**src/rtl/decode_stage_if.sv**
```systemverilog
// Fetch-to-decode and decode-to-execute handshake bundle.
// master: upstream fetch and downstream execute (drives in_*, out_ready).
// slave : decode stage (drives in_ready and the out_* payload).
interface decode_stage_if #(
    parameter int unsigned XLEN = 32
);
    logic            in_valid;
    logic            in_ready;
    logic [31:0]     in_instr;
    logic [XLEN-1:0] in_pc;

    logic            out_valid;
    logic            out_ready;
    logic [XLEN-1:0] out_pc;
    logic [4:0]      out_rd;
    logic [4:0]      out_rs1;
    logic [4:0]      out_rs2;
    logic [XLEN-1:0] out_imm;
    logic [4:0]      out_alu_op;
    logic [2:0]      out_funct3;
    logic [10:0]     out_ctrl;

    modport master (
        output in_valid, in_instr, in_pc, out_ready,
        input  in_ready, out_valid, out_pc, out_rd, out_rs1, out_rs2,
               out_imm, out_alu_op, out_funct3, out_ctrl
    );

    modport slave (
        input  in_valid, in_instr, in_pc, out_ready,
        output in_ready, out_valid, out_pc, out_rd, out_rs1, out_rs2,
               out_imm, out_alu_op, out_funct3, out_ctrl
    );
endinterface

```
**src/rtl/decode_stage.sv**
```systemverilog
// RV32I(+M) decode stage: combinational decode into a 2-entry FIFO whose
// head register drives every output.
// Ports: clk, rst_n (async, active-low), flush (drop all entries),
//        bus (decode_stage_if.slave: in_* from fetch, out_* to execute),
//        illegal_cnt (saturating count of accepted illegal instructions).
module decode_stage #(
    parameter int unsigned XLEN  = 32,
    parameter bit          EN_M  = 1'b1,
    parameter int unsigned CNT_W = 16
) (
    input  logic             clk,
    input  logic             rst_n,
    input  logic             flush,
    decode_stage_if.slave    bus,
    output logic [CNT_W-1:0] illegal_cnt
);
    localparam int unsigned CTRL_REG_WRITE = 0;
    localparam int unsigned CTRL_ALU_SRC   = 1;
    localparam int unsigned CTRL_BRANCH    = 2;
    localparam int unsigned CTRL_JAL       = 3;
    localparam int unsigned CTRL_JALR      = 4;
    localparam int unsigned CTRL_LOAD      = 5;
    localparam int unsigned CTRL_STORE     = 6;
    localparam int unsigned CTRL_LUI       = 7;
    localparam int unsigned CTRL_AUIPC     = 8;
    localparam int unsigned CTRL_DIV       = 9;
    localparam int unsigned CTRL_ILLEGAL   = 10;

    localparam logic [4:0] ALU_ADD = 5'd0;
    localparam logic [4:0] ALU_SUB = 5'd1;
    localparam logic [4:0] ALU_MUL = 5'd10;

    typedef struct packed {
        logic [XLEN-1:0] pc;
        logic [4:0]      rd;
        logic [4:0]      rs1;
        logic [4:0]      rs2;
        logic [XLEN-1:0] imm;
        logic [4:0]      alu_op;
        logic [2:0]      funct3;
        logic [10:0]     ctrl;
    } entry_t;

    // funct3 -> ALU op; alt selects SUB/SRA
    function automatic logic [4:0] base_alu(input logic [2:0] f3, input logic alt);
        logic [4:0] op;
        case (f3)
            3'b000:  op = alt ? ALU_SUB : ALU_ADD;
            3'b001:  op = 5'd2;
            3'b010:  op = 5'd3;
            3'b011:  op = 5'd4;
            3'b100:  op = 5'd5;
            3'b101:  op = alt ? 5'd7 : 5'd6;
            3'b110:  op = 5'd8;
            default: op = 5'd9;
        endcase
        return op;
    endfunction

    logic [6:0] opcode;
    logic [2:0] f3;
    logic [6:0] f7;
    logic       writes;
    logic       illegal;
    entry_t     dec;

    // Combinational decode of the incoming word
    always_comb begin
        opcode  = bus.in_instr[6:0];
        f3      = bus.in_instr[14:12];
        f7      = bus.in_instr[31:25];
        writes  = 1'b0;
        illegal = 1'b0;
        dec     = '0;
        dec.pc  = bus.in_pc;
        case (opcode)
            7'b0110111: begin // LUI
                writes = 1'b1;
                dec.ctrl[CTRL_ALU_SRC] = 1'b1;
                dec.ctrl[CTRL_LUI]     = 1'b1;
                dec.imm = XLEN'($signed({bus.in_instr[31:12], 12'b0}));
            end
            7'b0010111: begin // AUIPC
                writes = 1'b1;
                dec.ctrl[CTRL_ALU_SRC] = 1'b1;
                dec.ctrl[CTRL_AUIPC]   = 1'b1;
                dec.imm = XLEN'($signed({bus.in_instr[31:12], 12'b0}));
            end
            7'b1101111: begin // JAL
                writes = 1'b1;
                dec.ctrl[CTRL_JAL] = 1'b1;
                dec.imm = XLEN'($signed({bus.in_instr[31], bus.in_instr[19:12],
                                         bus.in_instr[20], bus.in_instr[30:21], 1'b0}));
            end
            7'b1100111: begin // JALR
                illegal = (f3 != 3'b000);
                writes  = 1'b1;
                dec.ctrl[CTRL_JALR] = 1'b1;
                dec.rs1 = bus.in_instr[19:15];
                dec.imm = XLEN'($signed(bus.in_instr[31:20]));
            end
            7'b1100011: begin // BRANCH
                illegal = (f3 == 3'b010) || (f3 == 3'b011);
                dec.ctrl[CTRL_BRANCH] = 1'b1;
                dec.rs1    = bus.in_instr[19:15];
                dec.rs2    = bus.in_instr[24:20];
                dec.funct3 = f3;
                dec.alu_op = ALU_SUB;
                dec.imm = XLEN'($signed({bus.in_instr[31], bus.in_instr[7],
                                         bus.in_instr[30:25], bus.in_instr[11:8], 1'b0}));
            end
            7'b0000011: begin // LOAD
                illegal = (f3 == 3'b011) || (f3 == 3'b110) || (f3 == 3'b111);
                writes  = 1'b1;
                dec.ctrl[CTRL_ALU_SRC] = 1'b1;
                dec.ctrl[CTRL_LOAD]    = 1'b1;
                dec.rs1    = bus.in_instr[19:15];
                dec.funct3 = f3;
                dec.imm    = XLEN'($signed(bus.in_instr[31:20]));
            end
            7'b0100011: begin // STORE
                illegal = (f3 > 3'b010);
                dec.ctrl[CTRL_ALU_SRC] = 1'b1;
                dec.ctrl[CTRL_STORE]   = 1'b1;
                dec.rs1    = bus.in_instr[19:15];
                dec.rs2    = bus.in_instr[24:20];
                dec.funct3 = f3;
                dec.imm = XLEN'($signed({bus.in_instr[31:25], bus.in_instr[11:7]}));
            end
            7'b0010011: begin // OP-IMM; shift-amount encodings are checked on imm[11:5]
                writes = 1'b1;
                dec.ctrl[CTRL_ALU_SRC] = 1'b1;
                dec.rs1    = bus.in_instr[19:15];
                dec.imm    = XLEN'($signed(bus.in_instr[31:20]));
                dec.alu_op = base_alu(f3, 1'b0);
                if (f3 == 3'b001) begin
                    illegal = (f7 != 7'b0000000);
                end else if (f3 == 3'b101) begin
                    illegal    = (f7 != 7'b0000000) && (f7 != 7'b0100000);
                    dec.alu_op = base_alu(f3, f7[5]);
                end
            end
            7'b0110011: begin // OP
                writes  = 1'b1;
                dec.rs1 = bus.in_instr[19:15];
                dec.rs2 = bus.in_instr[24:20];
                if (f7 == 7'b0000000) begin
                    dec.alu_op = base_alu(f3, 1'b0);
                end else if (f7 == 7'b0100000 && (f3 == 3'b000 || f3 == 3'b101)) begin
                    dec.alu_op = base_alu(f3, 1'b1);
                end else if (f7 == 7'b0000001 && EN_M) begin
                    if (f3[2]) begin
                        dec.ctrl[CTRL_DIV] = 1'b1;
                        dec.funct3 = f3;
                        dec.alu_op = ALU_ADD;
                    end else begin
                        dec.alu_op = ALU_MUL + 5'(f3[1:0]);
                    end
                end else begin
                    illegal = 1'b1;
                end
            end
            7'b0001111: begin // MISC-MEM: FENCE retires as a NOP
            end
            default: illegal = 1'b1;
        endcase

        // rd only meaningful when the instruction really writes a register
        if (writes && bus.in_instr[11:7] != 5'd0) begin
            dec.rd = bus.in_instr[11:7];
            dec.ctrl[CTRL_REG_WRITE] = 1'b1;
        end
        if (illegal) begin
            dec = '0;
            dec.pc = bus.in_pc;
            dec.ctrl[CTRL_ILLEGAL] = 1'b1;
        end
    end

    entry_t           head_q, head_d;
    entry_t           tail_q, tail_d;
    logic [1:0]       count_q, count_d;
    logic             valid_q, valid_d;
    logic             ready_q, ready_d;
    logic [CNT_W-1:0] cnt_q, cnt_d;
    logic             push;
    logic             pop;

    // FIFO next state; head register is zeroed whenever the FIFO empties
    always_comb begin
        head_d  = head_q;
        tail_d  = tail_q;
        count_d = count_q;
        cnt_d   = cnt_q;
        push    = bus.in_valid && ready_q && !flush;
        pop     = valid_q && bus.out_ready;
        if (flush) begin
            count_d = 2'd0;
            head_d  = '0;
        end else begin
            case ({push, pop})
                2'b10: begin
                    if (count_q == 2'd0) head_d = dec;
                    else                 tail_d = dec;
                    count_d = 2'(count_q + 2'd1);
                end
                2'b01: begin
                    head_d  = (count_q == 2'd2) ? tail_q : '0;
                    count_d = 2'(count_q - 2'd1);
                end
                2'b11: begin
                    if (count_q == 2'd2) begin
                        head_d = tail_q;
                        tail_d = dec;
                    end else begin
                        head_d = dec;
                    end
                end
                default: ;
            endcase
            if (push && dec.ctrl[CTRL_ILLEGAL] && !(&cnt_q)) begin
                cnt_d = cnt_q + CNT_W'(1);
            end
        end
        valid_d = (count_d != 2'd0);
        ready_d = (count_d < 2'd2);
    end

    // State registers
    always_ff @(posedge clk or negedge rst_n) begin
        if (!rst_n) begin
            head_q  <= '0;
            tail_q  <= '0;
            count_q <= 2'd0;
            valid_q <= 1'b0;
            ready_q <= 1'b1;
            cnt_q   <= '0;
        end else begin
            head_q  <= head_d;
            tail_q  <= tail_d;
            count_q <= count_d;
            valid_q <= valid_d;
            ready_q <= ready_d;
            cnt_q   <= cnt_d;
        end
    end

    assign bus.in_ready   = ready_q;
    assign bus.out_valid  = valid_q;
    assign bus.out_pc     = head_q.pc;
    assign bus.out_rd     = head_q.rd;
    assign bus.out_rs1    = head_q.rs1;
    assign bus.out_rs2    = head_q.rs2;
    assign bus.out_imm    = head_q.imm;
    assign bus.out_alu_op = head_q.alu_op;
    assign bus.out_funct3 = head_q.funct3;
    assign bus.out_ctrl   = head_q.ctrl;
    assign illegal_cnt    = cnt_q;
endmodule

```
**src/flat_wrapper.sv**
```systemverilog
// flat-port wrapper written by rule: the top's interface ports become plain ports
module decode_stage_flat 
#(
    parameter int unsigned XLEN  = 32,
    parameter bit          EN_M  = 1'b1,
    parameter int unsigned CNT_W = 16
)
  (clk, rst_n, flush, illegal_cnt, bus_in_valid, bus_in_instr, bus_in_pc, bus_out_ready, bus_in_ready, bus_out_valid, bus_out_pc, bus_out_rd, bus_out_rs1, bus_out_rs2, bus_out_imm, bus_out_alu_op, bus_out_funct3, bus_out_ctrl);
  decode_stage_if #(.XLEN(XLEN)) bus_i ();
  input  logic clk;
  input  logic rst_n;
  input  logic flush;
  output logic [CNT_W-1:0] illegal_cnt;
  input wire logic [$bits(bus_i.in_valid)-1:0] bus_in_valid;
  input wire logic [$bits(bus_i.in_instr)-1:0] bus_in_instr;
  input wire logic [$bits(bus_i.in_pc)-1:0] bus_in_pc;
  input wire logic [$bits(bus_i.out_ready)-1:0] bus_out_ready;
  output wire logic [$bits(bus_i.in_ready)-1:0] bus_in_ready;
  output wire logic [$bits(bus_i.out_valid)-1:0] bus_out_valid;
  output wire logic [$bits(bus_i.out_pc)-1:0] bus_out_pc;
  output wire logic [$bits(bus_i.out_rd)-1:0] bus_out_rd;
  output wire logic [$bits(bus_i.out_rs1)-1:0] bus_out_rs1;
  output wire logic [$bits(bus_i.out_rs2)-1:0] bus_out_rs2;
  output wire logic [$bits(bus_i.out_imm)-1:0] bus_out_imm;
  output wire logic [$bits(bus_i.out_alu_op)-1:0] bus_out_alu_op;
  output wire logic [$bits(bus_i.out_funct3)-1:0] bus_out_funct3;
  output wire logic [$bits(bus_i.out_ctrl)-1:0] bus_out_ctrl;
  assign bus_i.in_valid = bus_in_valid;
  assign bus_i.in_instr = bus_in_instr;
  assign bus_i.in_pc = bus_in_pc;
  assign bus_i.out_ready = bus_out_ready;
  assign bus_in_ready = bus_i.in_ready;
  assign bus_out_valid = bus_i.out_valid;
  assign bus_out_pc = bus_i.out_pc;
  assign bus_out_rd = bus_i.out_rd;
  assign bus_out_rs1 = bus_i.out_rs1;
  assign bus_out_rs2 = bus_i.out_rs2;
  assign bus_out_imm = bus_i.out_imm;
  assign bus_out_alu_op = bus_i.out_alu_op;
  assign bus_out_funct3 = bus_i.out_funct3;
  assign bus_out_ctrl = bus_i.out_ctrl;
  decode_stage #(.XLEN(XLEN), .EN_M(EN_M), .CNT_W(CNT_W)) u_core (.clk(clk), .rst_n(rst_n), .flush(flush), .bus(bus_i), .illegal_cnt(illegal_cnt));
endmodule
```
**config.mk**
```make
export PLATFORM = sky130hd
export DESIGN_NAME = decode_stage_flat
export DESIGN_NICKNAME = d
export VERILOG_FILES = /design/src/rtl/decode_stage_if.sv /design/src/rtl/decode_stage.sv /design/src/flat_wrapper.sv
export SDC_FILE = /design/constraint.sdc
export NUM_CORES = 1
export LEC_CHECK = 0
export CORE_ASPECT_RATIO = 1.75
export CORE_MARGIN = 4
export CORE_UTILIZATION = 45
export DETAILED_ROUTE_END_ITERATION = 8
export GPL_TIMING_DRIVEN = 0
export PLACE_DENSITY = 0.72
export SLEW_MARGIN = 25
export SYNTH_ARGS = -nofsm -noshare
export SYNTH_HDL_FRONTEND = slang
export SYNTH_SLANG_ARGS = --single-unit
```
**constraint.sdc**
```tcl
create_clock -name clk -period 4.95 [get_ports clk]
set_input_delay 0.7425 -clock clk [delete_from_list [all_inputs] [get_ports clk]]
set_output_delay 0.7425 -clock clk [all_outputs]
set_load 0.03 [all_outputs]
```
==> run metrics <==
RSZ-0062 raised after global routing=false; commonest non-fill, non-tap cells in the layout=nand2_1, dfrtp_1, clkdlybuf4s50_1; worst path cell trace=clkdlybuf4s50_1 -> nor2_1 -> ha_1 -> clkbuf_1 -> nor2_1 -> a2111oi_0 -> clkbuf_1 -> buf_1 -> nand2_1 -> o21ai_0; Worst Path Arrival=4.55 ns; Fin Clk Skew=0.0169 ns; Worst setup SP type=primary input; Worst-Skew Late Latency=0.51 ns; initial antenna violation count=0; f_max=243 MHz; Top-Level Pins=185; die area=25200 µm²; Max Slew Vio Count=0; synthesis-to-finish area growth=28.9%; Pwr Total=5.78 mW; buffers and inverters on the worst path=4; DR WL/cell=21.2 µm; Crit Path Class=in -> reg; synthesized cell area=10200 µm²; synthesized netlist net count=1166; asr flop ratio synth=100%; Setup Fix Bufs, Post-CTS=0; Least-Margin Pin Slew=1.05 ns; DP Cell Count=1571; Hold-fix buffers, CTS=0; CTS resizes=0; Initial Util=45.8%; grt ovf=0; First-pass DRT Iterations=5; CTS buffer count=21; crit path max fanout=10; Layout Cells excl Fill=1609; die height=207 µm; Largest stage delay, worst path=0.65 ns; Slew headroom=27.8%; final setup fails=0; vias per cell=5.84; slowest CP cell=clkbuf_1; initial DRC count=676; Top FF cell, synth=dfrtp_1; Final Cycle Share=83.3%; required time of the critical path=5.38 ns; HP Class=in -> async; most common cell after layout, fill and taps aside=nand2_1; # DRC=0; CP delay by family, top=buffers and inverters; Pwr Density=439 nW/µm²; HPWL after detailed placement=25.4 mm; Cells after Synth=1093; num rows=72; H-tree lvl count=1; first-pass GRT wire length=53.9 mm; fin nets=1371; EDFF count, synth=0; leakage power=5.49 nW; Core Area=22300 µm²; CP Capture Type=flip-flop; Post-Syn Area per Cell=9.33 µm²; GRT Overall Usage=26.9%; Max Buffers Root-to-Sink=3; GPL Wtd Cong=0.961; Sinks on Clock Net=214; Port Buffers=180; Synth Register Bits=214; share of cells above drive strength 1=5.86%; Clock transition at path regs=0.07 ns; ANT cells=0; worst hold slack=0.196 ns; clk root buf=clkbuf_16; ANT nets after route=0; status=completed; Final Hold Viols=0; Die W=122 µm; vias in the first global route=9578; maximum VDD drop=421 µV; largest net degree at the start of global routing=79; sequential-to-total area share from yosys stat=52.5%; TritonCTS clock tree=built; Synth cell types=68; via count=9400; warnings from Yosys=0; fin crit period=4.12 ns; Detailed Route WL=34.2 mm; Max Cap Viol=0
-- cell usage after synthesis, types with 14 or more instances --
master | number | area share, %
nor3_1 | 45 | 2.2
dfrtp_1 | 213 | 52
nand3_1 | 31 | 1.5
o31ai_1 | 40 | 2.9
a22oi_1 | 35 | 2.6
a211oi_1 | 21 | 1.5
nor2_1 | 85 | 3.1
clkbuf_1 | 70 | 2.6
o21ai_0 | 51 | 2.5
a21oi_1 | 56 | 2.7
nand2_1 | 215 | 7.9
a221oi_1 | 32 | 2.7
inv_1 | 14 | 0.52
-- registers in the layout (all words and copies together), names as in the netlist --
signal / flops
u_core.bus.in_ready: 1
u_core.bus.out_imm: 32
u_core.bus.out_pc: 32
u_core.illegal_cnt: 16
u_core.tail_q: 97
u_core.bus.out_alu_op: 4
u_core.count_q: 2
u_core.bus.out_rs1: 5
u_core.bus.out_rs2: 5
u_core.bus.out_ctrl: 11
u_core.bus.out_valid: 1
u_core.bus.out_rd: 5
u_core.bus.out_funct3: 3
-- per-stage QoR --
step	util [%]	worst slack (ns)	cell area, µm²	TNS, ns
global route	59.1	0.513	13100	0
CTS	59.1	0.805	13100	0
finish	59.1	0.829	13100	0
global placement	55.6	-5.99	12400	-1271.92
detailed placement	55.9	0.297	12400	0
floorplan	-	2.04	10200	0
-- metal layers --
layer  up-vias  track usage [%]  part of all wire [%]
met5         -                0                     0
met4         0             11.5                   4.5
met3        90             4.53                   6.8
met2       371             48.8                    53
met1      4599             30.8                    36
li1       4340                -                     -
-- cell families (layout without fill, tap and decap cells) --
family          count (synthesis)  after routing  share of synthesized area, %
simple gates                  458            458                          21.1
compound gates                287            287                          19.3
flops                         214            214                          52.5
buf+inv                       105            325                          4.37
xor+xnor                       20             20                          1.72
fa+ha+maj                       4              4                         0.491
mux                             4              4                         0.429
other cells                     1              1                        0.0368
-- area by class of cell --
cell class,instances,area [µm²]
Inverter,14,52.6
Sequential cell,214,5360
Timing Repair Buffer,182,1860
Tap cell,296,370
Multi-Input combinational cell,774,4400
Buffer,91,393
Fill cell,2005,9110
Clock buffer,27,568
Clock inverter,11,141
-- power breakdown --
part	total [mW]	internal, mW	switching (mW)
logic	1.83	0.668	1.16
registers	2.27	2.07	0.201
clock network	1.67	0.976	0.698
-- final timing paths --
| kind | to | slack, ns | cells after the start | from |
|---|---|---|---|---|
| worst max-delay path | u_core.tail_q[60] | 0.83 | 10 | flush |
| worst min-delay path | u_core.bus.out_valid | 0.20 | 1 | rst_n |
| worst max register to register | u_core.tail_q[60] | 1.18 | 10 | u_core.bus.in_ready |
| worst min register to register | u_core.tail_q[51] | 0.47 | 2 | u_core.tail_q[51] |
| max in group asynchronous | u_core.bus.out_rs2[1] | 3.62 | 3 | rst_n |
| min in group clk | u_core.tail_q[51] | 0.47 | 2 | u_core.tail_q[51] |
Note: power is estimated with default switching activity, not from simulation.
